===== config.mk =====
export PLATFORM = sky130hd
export DESIGN_NAME = nibble_arbiter
export DESIGN_NICKNAME = d
export VERILOG_FILES = /design/src/rtl/nibble_pkg.sv /design/src/rtl/nibble_mux.sv /design/src/rtl/nibble_arbiter.sv
export SDC_FILE = /design/constraint.sdc
export NUM_CORES = 1
export LEC_CHECK = 0
export CELL_PAD_IN_SITES_DETAIL_PLACEMENT = 0
export CELL_PAD_IN_SITES_GLOBAL_PLACEMENT = 1
export CORE_MARGIN = 10
export CORE_UTILIZATION = 32
export CTS_BUF_LIST = sky130_fd_sc_hd__clkbuf_4 sky130_fd_sc_hd__clkbuf_8
export CTS_CLUSTER_DIAMETER = 200
export DETAILED_ROUTE_END_ITERATION = 8
export MAX_ROUTING_LAYER = met4
export PLACE_DENSITY_LB_ADDON = 0.1
export SLEW_MARGIN = 20
export SYNTH_ARGS = -nofsm -noshare
export SYNTH_HDL_FRONTEND = slang
export SYNTH_HIERARCHICAL = 1
export SYNTH_SLANG_ARGS = --single-unit

===== constraint.sdc =====
create_clock -name clk -period 2.12 [get_ports clk]
set_input_delay 0.424 -clock clk [delete_from_list [all_inputs] [get_ports clk]]
set_output_delay 0.424 -clock clk [all_outputs]
set_load 0.03 [all_outputs]

===== src/rtl/nibble_pkg.sv =====
// Shared types and constants for the two-requester nibble serializer.
package nibble_pkg;

    typedef enum logic {
        IDLE   = 1'b0,
        STREAM = 1'b1
    } state_t;

    localparam int NIBBLE_W = 4;

    localparam logic SRC_A = 1'b1;
    localparam logic SRC_B = 1'b0;

endpackage : nibble_pkg


===== src/rtl/nibble_mux.sv =====
// Combinational nibble select: returns word[idx*4 +: 4], LSB nibble at idx 0.
module nibble_mux
    import nibble_pkg::*;
#(
    parameter int NIBBLES = 8,
    localparam int IDX_W = $clog2(NIBBLES)
) (
    input  logic [NIBBLE_W*NIBBLES-1:0] word,
    input  logic [IDX_W-1:0]            idx,
    output logic [NIBBLE_W-1:0]         nibble
);

    logic [NIBBLE_W-1:0] lanes [NIBBLES];

    generate
        for (genvar gi = 0; gi < NIBBLES; gi++) begin : g_lane
            assign lanes[gi] = word[gi*NIBBLE_W +: NIBBLE_W];
        end
    endgenerate

    assign nibble = lanes[idx];

endmodule : nibble_mux


===== src/rtl/nibble_arbiter.sv =====
// Round-robin arbiter between two word requesters; streams the winning word
// out one nibble at a time with back-to-back capture on the last nibble.
module nibble_arbiter
    import nibble_pkg::*;
#(
    parameter int NIBBLES = 8,
    localparam int IDX_W = $clog2(NIBBLES),
    localparam int WORD_W = NIBBLE_W * NIBBLES
) (
    input  logic                clk,
    input  logic                reset,
    input  logic                reqA,
    input  logic [WORD_W-1:0]   dataA,
    output logic                ackA,
    input  logic                reqB,
    input  logic [WORD_W-1:0]   dataB,
    output logic                ackB,
    input  logic                out_ready,
    output logic [NIBBLE_W-1:0] nibble_out,
    output logic                nibble_valid,
    output logic                nibble_src,
    output logic [IDX_W-1:0]    nibble_idx,
    output logic                busy
);

    state_t              state_q, state_d;
    logic [WORD_W-1:0]   word_q, word_d;
    logic [IDX_W-1:0]    idx_q, idx_d;
    logic                src_q, src_d;
    logic                ack_a_q, ack_a_d;
    logic                ack_b_q, ack_b_d;
    logic                last_a_q, last_a_d;
    logic [NIBBLE_W-1:0] nibble_q, nibble_d;

    logic accept;
    logic last_nibble;
    logic capture;
    logic grant_a;
    logic grant_b;

    assign accept      = (state_q == STREAM) && out_ready;
    assign last_nibble = (idx_q == IDX_W'(NIBBLES - 1));
    assign capture     = (reqA || reqB) && ((state_q == IDLE) || (accept && last_nibble));

    // last_a_q clear means B was served last, so A takes a tie out of reset.
    assign grant_a = reqA && (!reqB || !last_a_q);
    assign grant_b = reqB && !grant_a;

    always_comb begin
        state_d  = state_q;
        word_d   = word_q;
        idx_d    = idx_q;
        src_d    = src_q;
        ack_a_d  = 1'b0;
        ack_b_d  = 1'b0;
        last_a_d = last_a_q;

        if (capture) begin
            state_d  = STREAM;
            word_d   = grant_a ? dataA : dataB;
            idx_d    = '0;
            src_d    = grant_a ? SRC_A : SRC_B;
            ack_a_d  = grant_a;
            ack_b_d  = grant_b;
            last_a_d = grant_a;
        end else if (accept) begin
            if (last_nibble) begin
                state_d = IDLE;
                idx_d   = '0;
            end else begin
                idx_d = idx_q + IDX_W'(1);
            end
        end
    end

    // Select from the next-state word/index so nibble_out lines up with nibble_idx.
    nibble_mux #(
        .NIBBLES (NIBBLES)
    ) u_mux (
        .word   (word_d),
        .idx    (idx_d),
        .nibble (nibble_d)
    );

    always_ff @(posedge clk) begin
        if (reset) begin
            state_q  <= IDLE;
            word_q   <= '0;
            idx_q    <= '0;
            src_q    <= 1'b0;
            ack_a_q  <= 1'b0;
            ack_b_q  <= 1'b0;
            last_a_q <= 1'b0;
            nibble_q <= '0;
        end else begin
            state_q  <= state_d;
            word_q   <= word_d;
            idx_q    <= idx_d;
            src_q    <= src_d;
            ack_a_q  <= ack_a_d;
            ack_b_q  <= ack_b_d;
            last_a_q <= last_a_d;
            nibble_q <= nibble_d;
        end
    end

    assign ackA         = ack_a_q;
    assign ackB         = ack_b_q;
    assign nibble_out   = nibble_q;
    assign nibble_valid = (state_q == STREAM);
    assign nibble_src   = src_q;
    assign nibble_idx   = idx_q;
    assign busy         = (state_q == STREAM);

endmodule : nibble_arbiter


==> results of run 1 <==
==> synth_stat cells <==
library cell,n
sky130_fd_sc_hd__a211oi_1,34
sky130_fd_sc_hd__a21bo_1,1
sky130_fd_sc_hd__a21bo_2,1
sky130_fd_sc_hd__a21boi_0,1
sky130_fd_sc_hd__a21oi_1,68
sky130_fd_sc_hd__buf_2,8
sky130_fd_sc_hd__buf_4,10
sky130_fd_sc_hd__buf_6,9
sky130_fd_sc_hd__clkbuf_1,6
sky130_fd_sc_hd__clkbuf_2,1
sky130_fd_sc_hd__dfxtp_1,43
sky130_fd_sc_hd__ha_1,2
sky130_fd_sc_hd__inv_1,1
sky130_fd_sc_hd__mux2_2,4
sky130_fd_sc_hd__mux4_1,8
sky130_fd_sc_hd__nand2_1,4
sky130_fd_sc_hd__nand2b_1,1
sky130_fd_sc_hd__nand3_1,2
sky130_fd_sc_hd__nand3b_1,1
sky130_fd_sc_hd__nor2_1,2
sky130_fd_sc_hd__nor2b_1,6
sky130_fd_sc_hd__nor3b_1,1
sky130_fd_sc_hd__nor4_1,1
sky130_fd_sc_hd__nor4_2,1
sky130_fd_sc_hd__o21ai_0,1
sky130_fd_sc_hd__o21bai_1,1
sky130_fd_sc_hd__o32ai_1,32
sky130_fd_sc_hd__or2_1,1
==> per-stage QoR <==
step	power, mW	cells	setup WS (ns)	hold slack, ns
6_report	2.610	466	-0.2335	0.5288
5_1_grt	2.725	466	-0.2687	0.5504
4_1_cts	2.472	456	-0.2273	0.5316
3_5_place_dp	1.696	445	-0.6958	0.5115
3_3_place_gp	1.687	445	-0.6935	0.5073
2_1_floorplan	1.353	251	-0.1428	0.4997
==> sequential cells by signal, indices dropped and copies added, names as in the netlist <==
| name | count |
|---|---|
| ackA | 1 |
| ackB | 1 |
| busy | 1 |
| nibble_idx | 3 |
| nibble_out | 4 |
| nibble_src | 1 |
| word_q | 32 |
==> cells by family (layout without fill, tap and decap cells) <==
| group | count (synthesis) | after routing |
|---|---|---|
| compound gates | 139 | 140 |
| flops | 43 | 43 |
| buf+inv | 35 | 150 |
| simple gates | 20 | 20 |
| mux | 12 | 12 |
| fa+ha+maj | 2 | 2 |
==> layout make-up <==
type	instances	share of cell area
multi-input combinational	174	0.4374
inverter	1	0.0007987
tap	99	0.02636
clock buffer	6	0.01624
timing repair buffer	142	0.3280
clock inverter	1	0.006390
sequential	43	0.1848
==> repair_timing <==
action	4_1_cts	5_1_grt
buffers inserted	1	4
endpoints found under the setup margin	4	4
resized for setup	47	43
cloned	3	6
pin swaps	0	13
==> routing by layer <==
metal	share of wire	up-vias	global-route usage
met5	0	-	-
met3	0.038	12	0.03114
met4	0.011	0	0.03772
li1	-	1242	-
met2	0.51	64	0.2550
met1	0.44	1264	0.1822
==> report_power, final <==
group	leakage, nW	internal [mW]	switching (mW)
Clock	0.0547	0.359	0.298
Combinational	1.22	0.577	0.449
Sequential	0.358	0.877	0.0497
Total	1.63	1.81	0.797
==> worst reg2reg max path: cells and delay by family, from the launching register on <==
kind	cells	cell delay [ns]
simple gates	1	0.12
fa+ha+maj	2	0.34
flops	1	0.36
mux	2	0.76
buf+inv	1	0.18
compound gates	3	0.50
==> how the worst min path moves through the flow <==
stage               startpoint    endpoint  cells after the start
finish               word_q[3]   word_q[3]                      2
global route        word_q[23]  word_q[23]                      2
CTS                 word_q[22]  word_q[22]                      2
floorplan            word_q[0]   word_q[0]                      2
detailed placement  nibble_src  nibble_src                      2
global placement    nibble_src  nibble_src                      2
==> cell usage in the layout, fill, tap and decap left out, types with 8 or more instances in the layout <==
cell | synthesis | layout
sky130_fd_sc_hd__o32ai_2 | 0 | 23
sky130_fd_sc_hd__dfxtp_1 | 43 | 41
sky130_fd_sc_hd__a21oi_1 | 68 | 20
sky130_fd_sc_hd__mux4_2 | 0 | 8
sky130_fd_sc_hd__a211oi_1 | 34 | 34
sky130_fd_sc_hd__a21oi_2 | 0 | 21
sky130_fd_sc_hd__a21oi_4 | 0 | 27
sky130_fd_sc_hd__clkdlybuf4s50_1 | 0 | 77
sky130_fd_sc_hd__buf_12 | 0 | 9
sky130_fd_sc_hd__buf_4 | 10 | 45
==> summary by stage, run 1 <==
Setup path
In this run the worst setup path terminates at nibble_out[3]. The worst register-to-register path has a setup slack of -0.23 ns. Data arrives at the worst endpoint at 2.54 ns. The startpoint identified for the worst register-to-register timing path is nibble_idx[1]. The worst register-to-register path ends at nibble_out[3]. The startpoint type of the worst setup path is a register. At the worst endpoint, the required time is 2.31 ns. Along the worst path, the maximum fanout reaches 8. The largest single stage delay on the critical path is just under 0.5 ns. In this run the worst setup path begins at nibble_idx[1]. The path type of the worst setup path is reg -> reg. The cell count of the worst reg-to-reg path is 9. The critical path goes through ha_4 > ha_4 > a21bo_4 > buf_12 > a21oi_4 > a21oi_2 > mux4_2 > mux2_4 > nor2b_1. The slowest stage of the critical path belongs to the cell sky130_fd_sc_hd__mux4_2. Together, buffers and inverters on the worst path number 1. The most used cell along the critical path is sky130_fd_sc_hd__ha_4. On the critical path the largest part of the delay comes from multiplexers. The path length in cells of the critical path is 9.

The kind of capture point of the worst setup path is a register.

Clock network
The sink count of the clock tree is 43. The cts-stage hold buffer count is 0. The clock latency at the later pin of the worst-skew pair is ~0.30 ns.

The total clock buffers created by CTS is 5. TritonCTS built the clock tree. CTS placed an instance of sky130_fd_sc_hd__clkbuf_8 at the clock tree root.

After clock tree synthesis, the clock-pin slew on the worst setup and hold paths is 0.09 ns. The longest clock path from root to sink contains 2 buffers. The H-tree depth reported by CTS is 2.

Die
The area of the placeable core is 7292 um^2. The row count is 31. The floorplan step set the die height to around 110 um. The initial utilization of the core area, before any placement, comes to 0.3320. The floorplan die width is 107.0 um. The total die area is 11440 um^2.

For this design the top-level I/O count stands at 81.

Yosys
Of the total synthesized cell area, the portion taken by AND, OR, NAND and NOR gates is 0.04806. By area, the combinational part of the netlist is dominated by compound AO/OA/AOI/OAI gates. The share of the synthesized area in the top cell type is 0.3556. The number of instances in the synthesized netlist is approximately 250. The netlist uses 28 different library cells. The fraction of the mapped netlist area in adder cells is 0.01034. In this run the mean area of a mapped cell was ~9.6 um^2. The post-synthesis net count is about 320. The synthesized-area fraction occupied by ao, oa, aoi and oai cells is 0.3783.

For this run, the register share of the synthesized area comes to 0.3556. During synthesis, Yosys emitted a total of 6 warnings. The total standard cell area after synthesis is 2421 um^2. The post-synthesis mux area share is 0.1054. After synthesis the netlist holds a flip-flop and latch count of 43.

After synthesis, the cell types taking the most area are sky130_fd_sc_hd__dfxtp_1, sky130_fd_sc_hd__a21oi_1, sky130_fd_sc_hd__o32ai_1. The xor/xnor cell area share of the yosys netlist is 0. The biggest area consumer among synthesized cells is sky130_fd_sc_hd__dfxtp_1.

STA
The total of endpoints with negative setup slack in the final report is 4. The setup total negative slack is -0.8750 ns. The maximum achievable frequency is ~420 MHz.

The number of max-slew violations in the final report is 0. The final hold violation count came to 0. In this run the tightest slew margin relative to its limit is 0.7451. Setup repair after global routing could not meet its margin everywhere. For the pin with the worst max-slew slack, the measured transition is 0.3824 ns. Clock skew on the completed layout was measured at 0.006539 ns.

Subtracting the final worst setup slack from the clock period gives 2.354 ns. Across all setup checks in the final design, the least slack found is -0.2335 ns. The share of the clock period used by the worst path after layout is 1.110.

Global route
The overall overflow remaining after global route is 0. The first global-routing pass estimated 13.63 mm of wire. The via count of the first global-routing pass is about 2600. The combined global-route utilization of all metal layers is 0.1521.

Entering global routing, the biggest net connects 32 pins. The initial antenna violation count is 0.

Drt
The routed length per placed instance is approximately 20 um. The routed wire length is 9.353 mm. The initial DRC count is 120. The number of detailed-routing iterations run before antenna repair is 4.

The number of DRC violations after detailed routing is 0. The remaining antenna violation count is 0. The via count of the routed design is 2582. Dividing the detail-routed via count by the number of cells gives 5.541.

Finish
The register area is 868.3 um^2. Of the cells placed in the final design, the portion with a size suffix greater than 1 is 0.4632. The number of diodes added for antenna fixing is 0. The final cell area excluding filler cells is 4700 um^2. The area used by multi-input combinational logic is 2056 um^2. For this run, the post-layout net count is between 400 and 500.

The fraction of the core area covered by cells at the end of the flow is 0.6445. The layout overhead on the synthesized area is 94.11%. The total of fill cells in the finished design is 577.

Placed design
Routability-driven placement finished with a final weighted congestion of 0.7720. After legalization and detailed placement, the total HPWL measured 5.992 mm. Input and output buffers added on the ports amount to 80. The cell area after placement is roughly 3700 um^2.

Outcome
The final reports fail on negative setup slack. The flow ran to the end, but the final reports show violations.

Power
Power spread over the standard cell area amounts to 555.4 nW/um^2. Summed over all cells, the static leakage comes to 1.632 nW. The peak ir drop on the vdd network is 0.2826 mV.

Flow run
The max-cap check violation count is 0.

Hold path
The worst hold-check path type is reg -> reg.
Note: power is estimated with default switching activity, not from simulation.
==> run 2: changes to the inputs <==
- HOLD_SLACK_MARGIN: unset -> 0.08
==> results of run 2 <==
Final layout, timing and power as in run 1 (identical DEF).
